===== src/rtl/itch_tx.sv =====
// ITCH frame serializer: header + payload in, length-prefixed byte stream out.
// Optional ITCH 5.0 length check enabled with macro ITCH_TX_LEN_CHECK_EN.
module itch_tx (
  input  logic        clk,
  input  logic        rst,
  input  logic        hdr_valid,
  output logic        hdr_ready,
  input  logic [7:0]  msg_type,
  input  logic [15:0] msg_len,
  input  logic [7:0]  pl_data,
  input  logic        pl_valid,
  output logic        pl_ready,
  output logic [7:0]  tx_data,
  output logic        tx_valid,
  input  logic        tx_ready,
  output logic        tx_done,
  output logic        len_err,
  output logic [31:0] msg_count,
  output logic [2:0]  dbg_state
);

  // All three ports are valid/ready: a transfer happens on a rising edge where
  // valid & ready are both high; a producer holds its data stable until then.

  typedef enum logic [2:0] {
    IDLE    = 3'd0,
    LEN_LO  = 3'd1,
    TYPE    = 3'd2,
    PAYLOAD = 3'd3,
    DRAIN   = 3'd4
  } state_t;

  state_t      state_q, state_d;
  logic [7:0]  len_lo_q, len_lo_d;
  logic [7:0]  type_q, type_d;
  logic [15:0] cnt_q, cnt_d;
  logic [7:0]  tx_data_q, tx_data_d;
  logic        tx_valid_q, tx_valid_d;
  logic        last_q, last_d;
  logic        tx_done_q, tx_done_d;
  logic        len_err_q, len_err_d;
  logic [31:0] msg_count_q, msg_count_d;

  logic slot_free;
  logic len_bad;

`ifdef ITCH_TX_LEN_CHECK_EN
  function automatic logic len_ok(input logic [7:0] t, input logic [15:0] l);
    logic ok;
    case (t)
      8'h53:   ok = (l == 16'd12);  // S
      8'h52:   ok = (l == 16'd39);  // R
      8'h41:   ok = (l == 16'd36);  // A
      8'h46:   ok = (l == 16'd40);  // F
      8'h45:   ok = (l == 16'd31);  // E
      8'h43:   ok = (l == 16'd36);  // C
      8'h58:   ok = (l == 16'd23);  // X
      8'h44:   ok = (l == 16'd19);  // D
      8'h55:   ok = (l == 16'd35);  // U
      8'h50:   ok = (l == 16'd44);  // P
      default: ok = 1'b1;
    endcase
    return ok;
  endfunction
  assign len_bad = !len_ok(msg_type, msg_len);
`else
  assign len_bad = 1'b0;
`endif

  assign slot_free = !tx_valid_q || tx_ready;
  assign hdr_ready = rst && (state_q == IDLE) && slot_free;
  // DRAIN swallows payload regardless of the output slot.
  assign pl_ready  = rst && (((state_q == PAYLOAD) && slot_free) || (state_q == DRAIN));

  always_comb begin
    state_d     = state_q;
    len_lo_d    = len_lo_q;
    type_d      = type_q;
    cnt_d       = cnt_q;
    tx_data_d   = tx_data_q;
    tx_valid_d  = tx_valid_q && !tx_ready;
    last_d      = last_q && !tx_ready;
    tx_done_d   = tx_valid_q && tx_ready && last_q;
    len_err_d   = 1'b0;
    msg_count_d = msg_count_q + {31'd0, tx_done_d};

    case (state_q)
      IDLE: begin
        if (hdr_valid && hdr_ready) begin
          if (msg_len == 16'd0) begin
            len_err_d = 1'b1;
          end else if (len_bad) begin
            len_err_d = 1'b1;
            cnt_d     = msg_len - 16'd1;
            state_d   = (msg_len == 16'd1) ? IDLE : DRAIN;
          end else begin
            cnt_d      = msg_len - 16'd1;
            len_lo_d   = msg_len[7:0];
            type_d     = msg_type;
            tx_data_d  = msg_len[15:8];
            tx_valid_d = 1'b1;
            last_d     = 1'b0;
            state_d    = LEN_LO;
          end
        end
      end
      LEN_LO: begin
        if (slot_free) begin
          tx_data_d  = len_lo_q;
          tx_valid_d = 1'b1;
          last_d     = 1'b0;
          state_d    = TYPE;
        end
      end
      TYPE: begin
        if (slot_free) begin
          tx_data_d  = type_q;
          tx_valid_d = 1'b1;
          // A one-byte body ends with the type byte.
          last_d     = (cnt_q == 16'd0);
          state_d    = (cnt_q == 16'd0) ? IDLE : PAYLOAD;
        end
      end
      PAYLOAD: begin
        if (pl_valid && pl_ready) begin
          tx_data_d  = pl_data;
          tx_valid_d = 1'b1;
          cnt_d      = cnt_q - 16'd1;
          last_d     = (cnt_q == 16'd1);
          if (cnt_q == 16'd1) state_d = IDLE;
        end
      end
      DRAIN: begin
        if (pl_valid) begin
          cnt_d = cnt_q - 16'd1;
          if (cnt_q == 16'd1) state_d = IDLE;
        end
      end
      default: state_d = IDLE;
    endcase
  end

  always_ff @(posedge clk or negedge rst) begin
    if (!rst) begin
      state_q     <= IDLE;
      len_lo_q    <= 8'd0;
      type_q      <= 8'd0;
      cnt_q       <= 16'd0;
      tx_data_q   <= 8'd0;
      tx_valid_q  <= 1'b0;
      last_q      <= 1'b0;
      tx_done_q   <= 1'b0;
      len_err_q   <= 1'b0;
      msg_count_q <= 32'd0;
    end else begin
      state_q     <= state_d;
      len_lo_q    <= len_lo_d;
      type_q      <= type_d;
      cnt_q       <= cnt_d;
      tx_data_q   <= tx_data_d;
      tx_valid_q  <= tx_valid_d;
      last_q      <= last_d;
      tx_done_q   <= tx_done_d;
      len_err_q   <= len_err_d;
      msg_count_q <= msg_count_d;
    end
  end

  assign tx_data   = tx_data_q;
  assign tx_valid  = tx_valid_q;
  assign tx_done   = tx_done_q;
  assign len_err   = len_err_q;
  assign msg_count = msg_count_q;
  assign dbg_state = state_q;

endmodule


===== config.mk =====
export PLATFORM = sky130hd
export DESIGN_NAME = itch_tx
export DESIGN_NICKNAME = d
export VERILOG_FILES = /design/src/rtl/itch_tx.sv
export SDC_FILE = /design/constraint.sdc
export NUM_CORES = 1
export LEC_CHECK = 0
export CAP_MARGIN = 40
export CORE_UTILIZATION = 69
export DETAILED_ROUTE_END_ITERATION = 8
export DONT_BUFFER_PORTS = 1
export PLACE_DENSITY = 0.91
export REMOVE_ABC_BUFFERS = 1
export SLEW_MARGIN = 20
export SYNTH_ARGS = -nofsm -noshare
export SYNTH_HDL_FRONTEND = slang
export SYNTH_SLANG_ARGS = --single-unit

===== constraint.sdc =====
create_clock -name clk -period 5.55 [get_ports clk]
set_input_delay 0.555 -clock clk [delete_from_list [all_inputs] [get_ports clk]]
set_output_delay 0.555 -clock clk [all_outputs]
set_load 0.005 [all_outputs]

==> results_dict.tcl <==
set metrics [dict create \
    hold_class "primary input to asynchronous set/reset pin" \
    cts_resized 0 \
    clock_skew_ns 0.00854 \
    max_cap_viol_count 0 \
    port_buffers 0 \
    coreArea_sq_um 6030 \
    grt_max_degree 79 \
    r2r-end "cnt_q[8]" \
    synth_warnings 0 \
    synthFlopType "dfrtp_1" \
    drt-vias-per-instance 7.09 \
    synth_top_area_cell "dfrtp_1" \
    synthTopCellsByCount "dfrtp_1 (78), nor2_1 (34), xnor2_1 (27)" \
    power_density_nw_per_um2 260 \
    power_leakage_nw 1.95 \
    period_share 0.559 \
    p_comb_frac 0.125 \
    drive_gt1_frac 0.133 \
    die-area_sq_um 6670 \
    antenna_left 0 \
    crit_path_max_fanout 19 \
    grt_pass1_vias 3315 \
    routabilityCongestion 0.862 \
    synthTopCellsByArea "dfrtp_1 (45%), xnor2_1 (5.4%), mux2_2 (4.4%)" \
    synth.area.mux_share 0.0782 \
    reg2reg_setup_slack_ns 2.45 \
    layout-area-overhead-vs-synth_pct 5.28 \
    hpwl_microns 7130 \
    synth_top_family_by_area "simple AND/OR/NAND/NOR gates" \
    htreeDepth 3 \
    cts.sinks 78 \
    grt_remaining_overflow 0 \
    clkSlewWorstSetupHoldPaths_ns 0.09 \
    power_switching_mw 0.359 \
    n_antenna_cell 0 \
    avgSynthCellArea_sq_um 10.3 \
    grt_pass1_wl_microns 16400 \
    synth_fa_ha_area_frac 0.0314 \
    cts_made_buffers 9 \
    grt_antenna_before_repair 0 \
    fmaxAchievable_mhz 322 \
    hold_violations 0 \
    synth-compound-area-share 0.108 \
    first_pass_iters 6 \
    wl_microns 10600 \
    die-width_microns 81.7 \
    initial_core_util 0.727 \
    critPathLaunch "dbg_state[1]" \
    synth-xor-area-share 0.0839 \
    peakVddDrop_v 0.000186 \
    path_class "flop to flop" \
    drc 0 \
    netlist_instances 426 \
    clkLatencyLatePin_ns 0.37 \
    vias 3567 \
    ios 85 \
    slew_violations 0 \
    crit_required_ns 5.80 \
    yosysUniqueCellTypes 60 \
    arrival_ns 3.36 \
    period_needed_ns 3.10 \
    setup_viol 0 \
    rows 28 \
    clkPwrFrac 0.337 \
    place_ws_ns 2.49 \
    synthSimpleGateAreaFrac 0.221 \
    ys_seq_area_frac 0.445 \
    setup_ws_ns 2.45 \
    cp-start-kind "flop" \
    clockBufferDepth 2 \
    rr_worst_depth 5 \
    rsz0062_at_grt "false" \
    synth_enable_flop_cells 0 \
    nets 471 \
    wire_per_inst_microns 21.1 \
    synthesis.area_sq_um 4380 \
    r2r-start "dbg_state[1]" \
    p_int_mw 0.841 \
    cts_tree "built" \
    yosysTopAreaCellShare 0.445 \
    grtUsageTotal 0.336 \
    slew_headroom 0.401 \
    root_buffer "clkbuf_8" \
    ys_seq_elements 78 \
    seq_power_share 0.537 \
    critPathCaptureType "flop" \
    yosysMostFrequentCell "dfrtp_1" \
    switching_share 0.299 \
    tightestPinTransition_ns 0.898 \
    async_flop_share 1.00 \
    drt_iter0_drc 600 \
    die_y_microns 81.7 \
    setup_tns_ns 0 \
    run_status "finished clean" \
]
-- repair_timing --
item,CTS,global route
buffers inserted,0,0
endpoints found under the setup margin,0,0
hold buffers,1,0
hold endpoints to repair,78,0
-- metal layers --
metal | global-route usage | wire (microns) | vias to the layer above
li1 | - | - | 1567
met4 | 0.133 | 274 | 0
met5 | 0 | 0 | -
met2 | 0.512 | 4900 | 232
met1 | 0.452 | 4280 | 1738
met3 | 0.0967 | 1140 | 30
-- registers in the layout, indices dropped and copies added (netlist names) --
name       flops
last_q         1
type_q         8
tx_data        8
len_err        1
msg_count     32
len_lo_q       8
tx_valid       1
tx_done        1
dbg_state      2
cnt_q         16
-- layout make-up --
type | instances | area, sq um
Multi-Input combinational cell | 319 | 2300
Sequential cell | 78 | 1950
Fill cell | 408 | 1410
Clock buffer | 9 | 124
Tap cell | 75 | 93.8
Clock inverter | 7 | 57.6
Timing Repair Buffer | 3 | 46.3
Inverter | 12 | 45.0
-- placed cells by master, fill, tap and decap left out, types with 3 or more instances in the layout --
cell	count
dfrtp_1	78
nor2_1	34
xnor2_1	27
nand2_1	25
nand3_1	22
o21ai_0	21
nor3_1	19
nand4_1	18
mux2_2	17
xor2_1	15
inv_1	12
ha_1	11
and3_1	9
clkbuf_8	9
a222oi_1	8
mux2_4	8
or4_1	7
or3_1	6
nor4_1	6
a21oi_1	6
nand2b_1	5
a221o_1	4
or4_4	3
and4_1	3
o32ai_1	3
o41ai_1	3
-- logic make-up (layout without fill, tap and decap cells) --
| family | Yosys count | in the layout |
|---|---|---|
| xor+xnor | 42 | 42 |
| simple gates | 172 | 172 |
| mux | 28 | 28 |
| flops | 78 | 78 |
| fa+ha+maj | 11 | 11 |
| buf+inv | 29 | 31 |
| other cells | 1 | 1 |
| compound gates | 65 | 65 |
-- worst max-delay path: stages (launching register included) --
cell       delay, ns
dfrtp_1         0.48
ha_1            0.66
nand4_1         0.43
o2bb2ai_1       0.84
o21ai_0         0.23
a221o_1         0.35
-- power groups by stage --
stage | Sequential [mW] | Combinational, mW | Clock [mW]
global placement | 0.652 | 0.126 | 0
CTS | 0.644 | 0.148 | 0.403
floorplan | 0.643 | 0.109 | 0
detailed placement | 0.653 | 0.132 | 0
finish | 0.645 | 0.150 | 0.405
global route | 0.652 | 0.165 | 0.428
-- through the flow --
stage                     power (mW)  cells  hold slack (ns)  instance area (sq um)   util
final                           1.20    503           0.0658                   4610  0.766
after global routing            1.24    503            0.106                   4610  0.766
after CTS                       1.19    503           0.0904                   4610  0.766
after detailed placement       0.786    486            0.262                   4410  0.731
after global placement         0.778    485            0.263                   4390  0.729
after floorplan                0.752    409            0.259                   4290      -
-- worst max path at each step --
stage / cells past startpoint / end
floorplan: 6 / cnt_q[9]
global placement: 5 / cnt_q[7]
detailed placement: 5 / cnt_q[8]
CTS: 5 / cnt_q[8]
global route: 7 / cnt_q[5]
finish: 5 / cnt_q[8]
(Power assumes the default switching activity.)
